--- src/rtl/align_pkg.sv ---
// Shared constants for the store alignment pipeline: default geometry,
// stage-1 rotation granule and the length/offset encodings.
package align_pkg;

  // Default cache-line width in bytes and byte-lane width in bits.
  localparam int DEF_WIDTH = 32;
  localparam int DEF_N     = 8;

  // Stage 1 rotates in whole granules; stage 2 finishes the residue.
  localparam int S1_GRANULE  = 4;
  localparam int OFF_LO_BITS = $clog2(S1_GRANULE);

  // in_len carries (length - 1), so a byte i is enabled when i < in_len + LEN_BIAS.
  localparam int LEN_BIAS = 1;

endpackage

--- src/rtl/rotl_bytes.sv ---
// Combinational byte rotate-left built as a log-shifter of 2:1 mux stages.
// Only amount bits LO..HI are handled, so the rotate can be split across
// pipeline stages (LO..HI rotate by 2**LO .. 2**HI bytes).

module mux_nbit_2x1 #(
  parameter int W = 8
) (
  input  logic [W-1:0] a,
  input  logic [W-1:0] b,
  input  logic         sel,
  output logic [W-1:0] y
);

  assign y = sel ? b : a;

endmodule

module rotl_bytes #(
  parameter int WIDTH = 32,
  parameter int N     = 8,
  parameter int LO    = 0,
  parameter int HI    = 4
) (
  input  logic [N*WIDTH-1:0] in_bytes,
  input  logic [HI-LO:0]     amt,
  output logic [N*WIDTH-1:0] out_bytes
);

  localparam int STAGES = HI - LO + 1;
  localparam int TOTAL  = N * WIDTH;

  logic [TOTAL-1:0] stage_s [0:STAGES];

  assign stage_s[0] = in_bytes;

  for (genvar g = 0; g < STAGES; g++) begin : g_stage
    localparam int SH = N * (1 << (LO + g));
    logic [TOTAL-1:0] rot_s;

    // Fixed rotate by 2**(LO+g) bytes; the mux picks it when the amount bit is set.
    assign rot_s = {stage_s[g][TOTAL-SH-1:0], stage_s[g][TOTAL-1:TOTAL-SH]};

    mux_nbit_2x1 #(.W(TOTAL)) u_mux (
      .a   (stage_s[g]),
      .b   (rot_s),
      .sel (amt[g]),
      .y   (stage_s[g+1])
    );
  end

  assign out_bytes = stage_s[STAGES];

endmodule

--- src/rtl/store_align_rotl.sv ---
// Two-stage store aligner: rotates right-justified store data to its byte
// offset within a cache line and produces the matching byte enables.
// S1 rotates by whole 4-byte granules, S2 by the remaining 0..3 bytes.
// Optional macro STORE_ALIGN_SPLIT_EN splits the enables into a
// non-wrapped part (out_be) and a wrapped part (out_be_wrap) plus out_split.
module store_align_rotl
  import align_pkg::*;
#(
  parameter  int WIDTH = DEF_WIDTH,
  parameter  int N     = DEF_N,
  localparam int AMT_W = $clog2(WIDTH)
) (
  input  logic               clk,
  input  logic               rst_n,
  input  logic               in_valid,
  output logic               in_ready,
  input  logic [N*WIDTH-1:0] in_data,
  input  logic [AMT_W-1:0]   in_offset,
  input  logic [AMT_W-1:0]   in_len,
  output logic               out_valid,
  input  logic               out_ready,
  output logic [N*WIDTH-1:0] out_data,
  output logic [WIDTH-1:0]   out_be
`ifdef STORE_ALIGN_SPLIT_EN
  ,
  output logic               out_split,
  output logic [WIDTH-1:0]   out_be_wrap
`endif
);

  localparam int LO_BITS = OFF_LO_BITS;

  logic               s1_valid_r;
  logic [N*WIDTH-1:0] s1_data_r;
  logic [AMT_W-1:0]   s1_off_r;
  logic [AMT_W-1:0]   s1_len_r;

  logic [N*WIDTH-1:0] s1_rot_s;
  logic [N*WIDTH-1:0] s2_rot_s;
  logic [WIDTH-1:0]   mask_s;
  logic [WIDTH-1:0]   mask_rot_s;
  logic               s2_free_s;
  logic               in_fire_s;

  // S2 can take a new entry when empty or when its current entry leaves.
  assign s2_free_s = !out_valid || out_ready;
  assign in_ready  = !s1_valid_r || s2_free_s;
  assign in_fire_s = in_valid && in_ready;

  // Coarse rotate of the incoming data by the granule part of the offset.
  rotl_bytes #(.WIDTH(WIDTH), .N(N), .LO(LO_BITS), .HI(AMT_W-1)) u_rot_s1 (
    .in_bytes  (in_data),
    .amt       (in_offset[AMT_W-1:LO_BITS]),
    .out_bytes (s1_rot_s)
  );

  // Fine rotate of the S1 data by the residual offset bits.
  rotl_bytes #(.WIDTH(WIDTH), .N(N), .LO(0), .HI(LO_BITS-1)) u_rot_s2 (
    .in_bytes  (s1_data_r),
    .amt       (s1_off_r[LO_BITS-1:0]),
    .out_bytes (s2_rot_s)
  );

  // Enable mask reuses the rotator with one-bit lanes over the full offset.
  rotl_bytes #(.WIDTH(WIDTH), .N(1), .LO(0), .HI(AMT_W-1)) u_rot_be (
    .in_bytes  (mask_s),
    .amt       (s1_off_r),
    .out_bytes (mask_rot_s)
  );

  // Unrotated enable mask: bytes 0..len set.
  always_comb begin
    mask_s = {WIDTH{1'b0}};
    for (int i = 0; i < WIDTH; i++) begin
      if (i < int'(s1_len_r) + LEN_BIAS) begin
        mask_s[i] = 1'b1;
      end else begin
        mask_s[i] = 1'b0;
      end
    end
  end

`ifdef STORE_ALIGN_SPLIT_EN
  logic [WIDTH-1:0] keep_s;
  logic [AMT_W:0]   sum_s;

  // WIDTH is a power of two, so offset+len >= WIDTH is exactly the carry bit.
  assign sum_s = {1'b0, s1_off_r} + {1'b0, s1_len_r};

  // Rotated positions at or above the offset did not wrap past the line end.
  always_comb begin
    keep_s = {WIDTH{1'b0}};
    for (int j = 0; j < WIDTH; j++) begin
      if (j >= int'(s1_off_r)) begin
        keep_s[j] = 1'b1;
      end else begin
        keep_s[j] = 1'b0;
      end
    end
  end
`endif

  // Stage 1 register: accepts a request whenever in_ready is high.
  always_ff @(posedge clk) begin
    if (!rst_n) begin
      s1_valid_r <= 1'b0;
      s1_data_r  <= {(N*WIDTH){1'b0}};
      s1_off_r   <= {AMT_W{1'b0}};
      s1_len_r   <= {AMT_W{1'b0}};
    end else if (in_fire_s) begin
      s1_valid_r <= 1'b1;
      s1_data_r  <= s1_rot_s;
      s1_off_r   <= in_offset;
      s1_len_r   <= in_len;
    end else if (s2_free_s) begin
      s1_valid_r <= 1'b0;
    end
  end

  // Stage 2 / output register: holds while the consumer stalls.
  always_ff @(posedge clk) begin
    if (!rst_n) begin
      out_valid   <= 1'b0;
      out_data    <= {(N*WIDTH){1'b0}};
      out_be      <= {WIDTH{1'b0}};
`ifdef STORE_ALIGN_SPLIT_EN
      out_split   <= 1'b0;
      out_be_wrap <= {WIDTH{1'b0}};
`endif
    end else if (s2_free_s) begin
      out_valid <= s1_valid_r;
      if (s1_valid_r) begin
        out_data    <= s2_rot_s;
`ifdef STORE_ALIGN_SPLIT_EN
        out_be      <= mask_rot_s & keep_s;
        out_be_wrap <= mask_rot_s & ~keep_s;
        out_split   <= sum_s[AMT_W];
`else
        out_be      <= mask_rot_s;
`endif
      end
    end
  end

endmodule

--- config.mk ---
export PLATFORM = sky130hd
export DESIGN_NAME = store_align_rotl
export DESIGN_NICKNAME = d
export VERILOG_FILES = /design/src/rtl/align_pkg.sv /design/src/rtl/rotl_bytes.sv /design/src/rtl/store_align_rotl.sv
export SDC_FILE = /design/constraint.sdc
export NUM_CORES = 2
export LEC_CHECK = 0
export BUFFER_PORTS_ARGS = -buffer_cell sky130_fd_sc_hd__buf_2
export CAP_MARGIN = 10
export CORE_AREA = 2 2 351 353
export DETAILED_ROUTE_END_ITERATION = 10
export DIE_AREA = 0 0 353 355
export GPL_TIMING_DRIVEN = 0
export PLACE_DENSITY_LB_ADDON = 0.2
export SLEW_MARGIN = 20
export SYNTH_ARGS = -nofsm -noshare
export SYNTH_HDL_FRONTEND = slang
export SYNTH_SLANG_ARGS = --single-unit
export TNS_END_PERCENT = 5
--- constraint.sdc ---
create_clock -name clk -period 8.8 [get_ports clk]
set_clock_uncertainty 0.15 [all_clocks]
set_input_delay 0 -clock clk [delete_from_list [all_inputs] [get_ports clk]]
set_output_delay 0 -clock clk [all_outputs]
set_load 0.01 [all_outputs]
==> run_results.csv <==
group,metric,value,unit
run_status,status,"complete, no violations",
layout,layout.nets,4765,
critical_path,critical_path.endpoint_type,"register",
place,dpl.hpwl,160,mm
floorplanning,dieArea,125000,um2
timing,fin_crit,4310,ps
route,drt-vias-per-instance,6.03,
floorplanning,die_y,355,um
clock_network,cts_buffers,72,
clock_network,cts_sinks,556,
global_route,grt_remaining_overflow,0,
floorplanning,start_util,30.8,%
route,first_iter_violations,5247,
clock_network,clkTransAtPathRegs,60,ps
power,ir_drop,0.127,mV
synthesis,ys.flop_type,"dfxtp_1",
power,power_frac_seq,35.4,%
timing,finalHoldViolations,0,
critical_path,crit_type,"reg2reg",
route,antenna_left,0,
clock_network,htree_levels,3,
place,placed_cell_area,42300,um2
job,drv_cap,0,
timing,rsz0062_at_grt,"false",
power,switching_share,32.9,%
floorplanning,core_area,121000,um2
synthesis,synth_top_area_share,31.2,%
timing,finalMaxSlewViolations,0,
synthesis,ys_seq_area_share,29.7,%
timing,tns,0,ps
synthesis,synth_seq_cells,556,
critical_path,worstPathRequired,9220,ps
synthesis,synthesis.nets,3756,
route,wl_per_cell,32.3,um
clock_network,cts_tree,"built",
timing,fmax,0.232,GHz
route,via_count,37400,
critical_path,reg2reg_slack,4490,ps
critical_path,cp-start-kind,"register",
layout,syn2layout_area_growth,30.0,%
global_route,antenna_found_initial,59,
power,power.leakage,0.0207,uW
synthesis,yosysWarnings,0,
synthesis,yosysUniqueCellTypes,90,
place,routabilityCongestion,1.04,
power,power.clock.fraction,38.6,%
synthesis,yosys-top-cells-count,"nand2_1, dfxtp_1, mux4_2",
clock_network,post-cts-setup-buffer-count,0,
power,internal-power,5610,uW
timing,setup_viol_count_final,0,
floorplanning,row_count,128,
global_route,grt_max_degree,13,
layout,multiInputGateArea,24700,um2
synthesis,synth-edff-count,0,
floorplanning,boundaryPins,560,
timing,tightestPinTransition,1190,ps
synthesis,syn_avg_cell_area,10.7,um2
route,first_pass_iters,6,
timing,maxSlewHeadroom,20.6,%
layout,fillers,12300,
critical_path,endpoint,"out_be[27]$_SDFFE_PN0P_",
clock_network,clock_latency,650,ps
synthesis,netlist_area,37400,um2
place,portBuffers,555,
clock_network,cts.root.buffer_cell,"clkbuf_16",
timing,fin_crit_sh,48.9,%
route,wl,200,mm
global_route,grt_pass1_vias,36200,
synthesis,async_flop_share,0,%
synthesis,synth_top_area_cell,"mux4_2",
critical_path,crit_fanout,10,
global_route,grt_pass1_wl,278,mm
power,pwr-share-comb,26.0,%
critical_path,reg2reg_from,"s1_len_r[0]$_SDFFE_PN0P_",
synthesis,yosysMostFrequentCell,"nand2_1",
layout,final_area,48700,um2
min_path,hp-class,"in2reg",
power,power_density,172,nW/um2
critical_path,rr_worst_depth,12,
global_route,grt_use_total,30.8,%
critical_path,worst-endpoint-arrival,4730,ps
clock_network,clockBufferDepth,3,
critical_path,cp-startpoint,"s1_len_r[0]$_SDFFE_PN0P_",
synthesis,syn_inst,3483,
power,power.switching,2750,uW
route,drc,0,
critical_path,rr_endpoint,"out_be[27]$_SDFFE_PN0P_",
layout,seq_area,11100,um2
layout,layout-drive-gt1-share,28.8,%
synthesis,synth.area.top_cells,"mux4_2, dfxtp_1, nand2_1",
floorplanning,die_x,353,um
-- layout make-up --
class / count / share of cell area [%]
inverters: 11 / 0.0848
plain buffers: 379 / 3.24
well taps: 1625 / 4.18
flip-flops and latches: 556 / 22.9
clock inverters: 36 / 1.10
diodes: 29 / 0.149
repair buffers: 935 / 13.5
clock buffers: 94 / 4.12
multi-input cells: 2537 / 50.7
-- critical path: stages (launching register included) --
cell	delay, ps
dfxtp_1	400
buf_2	260
buf_4	220
inv_1	60
ha_1	430
mux2i_1	750
o22ai_1	150
a32oi_1	540
nor3_1	100
a311oi_1	620
mux2_2	310
o21ai_0	90
a21oi_1	150
-- timing repair --
action	4_1_cts	5_1_grt
resized for setup	0	0
hold buffers	378	0
endpoints found under the hold margin	155	0
-- layout by cell type, fill, tap and decap left out, drive strengths merged, types with 59 or more instances in the layout --
cell type,count
mux2i,269
nand2,826
dfxtp,556
clkbuf,342
mux4,518
dlygate4sd3,378
o211a,257
a21boi,270
buf,688
o21ai,59
-- metal layers --
metal	global-route usage, %	wire length, um	vias up
met3	10.1	24800	504
li1	-	-	15400
met2	46.5	87000	2677
met5	0.264	347	-
met4	13.6	10200	50
met1	40.2	77700	18800
-- worst min-delay path by stage --
stage | cells after the start | from | slack [ps] | end
3_5_place_dp | 3 | in_offset[1] | 120 | s1_off_r[1]$_SDFFE_PN0P_
6_report | 3 | rst_n | 40 | out_data[9]$_SDFFE_PN0P_
4_1_cts | 5 | in_data[95] | 0.3 | s1_data_r[63]$_SDFFE_PN0P_
3_3_place_gp | 3 | in_offset[0] | 110 | s1_off_r[0]$_SDFFE_PN0P_
5_1_grt | 5 | in_data[160] | 40 | s1_data_r[96]$_SDFFE_PN0P_
2_1_floorplan | 2 | in_valid | -10 | s1_valid_r$_SDFFE_PN0P_
-- power groups by stage --
| stage | logic (uW) | clock network [uW] | registers (uW) |
|---|---|---|---|
| after floorplan | 1110 | 0 | 2870 |
| after detailed placement | 1860 | 0 | 2990 |
| after global routing | 2260 | 3380 | 2950 |
| after CTS | 2110 | 3270 | 2930 |
| final | 2180 | 3220 | 2960 |
| after global placement | 1860 | 0 | 2990 |
-- registers in the layout, summed over array words and instances (netlist names) --
name / flops
out_valid: 1
s1_data_r: 256
s1_valid_r: 1
s1_len_r: 5
out_data: 256
s1_off_r: 5
out_be: 32
-- kinds of logic (layout without fill, tap and decap cells) --
logic type | Yosys count | after routing | share of synthesized area [%]
adders and majority gates | 3 | 3 | 0.100
DFF | 556 | 556 | 29.7
buffers and inverters | 390 | 1455 | 4.30
other | 0 | 29 | 0
and+or+nand+nor | 977 | 977 | 10.5
muxes | 795 | 795 | 38.6
xor gates and xnor gates | 2 | 2 | 0.0969
AOI/OAI and AO/OA | 760 | 760 | 16.6
-- metrics by stage --
| step | cells | setup WS (ps) | total power [uW] | hold WS, ps | util [%] |
|---|---|---|---|---|---|
| 5_1_grt | 6189 | 4460 | 8590 | 36.2 | 40.1 |
| 3_5_place_dp | 5664 | 4710 | 4850 | 122 | 34.8 |
| 2_1_floorplan | 3483 | 5740 | 3990 | -11.5 | - |
| 4_1_cts | 6172 | 4680 | 8310 | 0.294 | 40.0 |
| 6_report | 6202 | 4490 | 8360 | 38.5 | 40.1 |
| 3_3_place_gp | 5663 | 4640 | 4850 | 113 | 34.8 |
No activity file was read; power rests on OpenSTA's default activity.
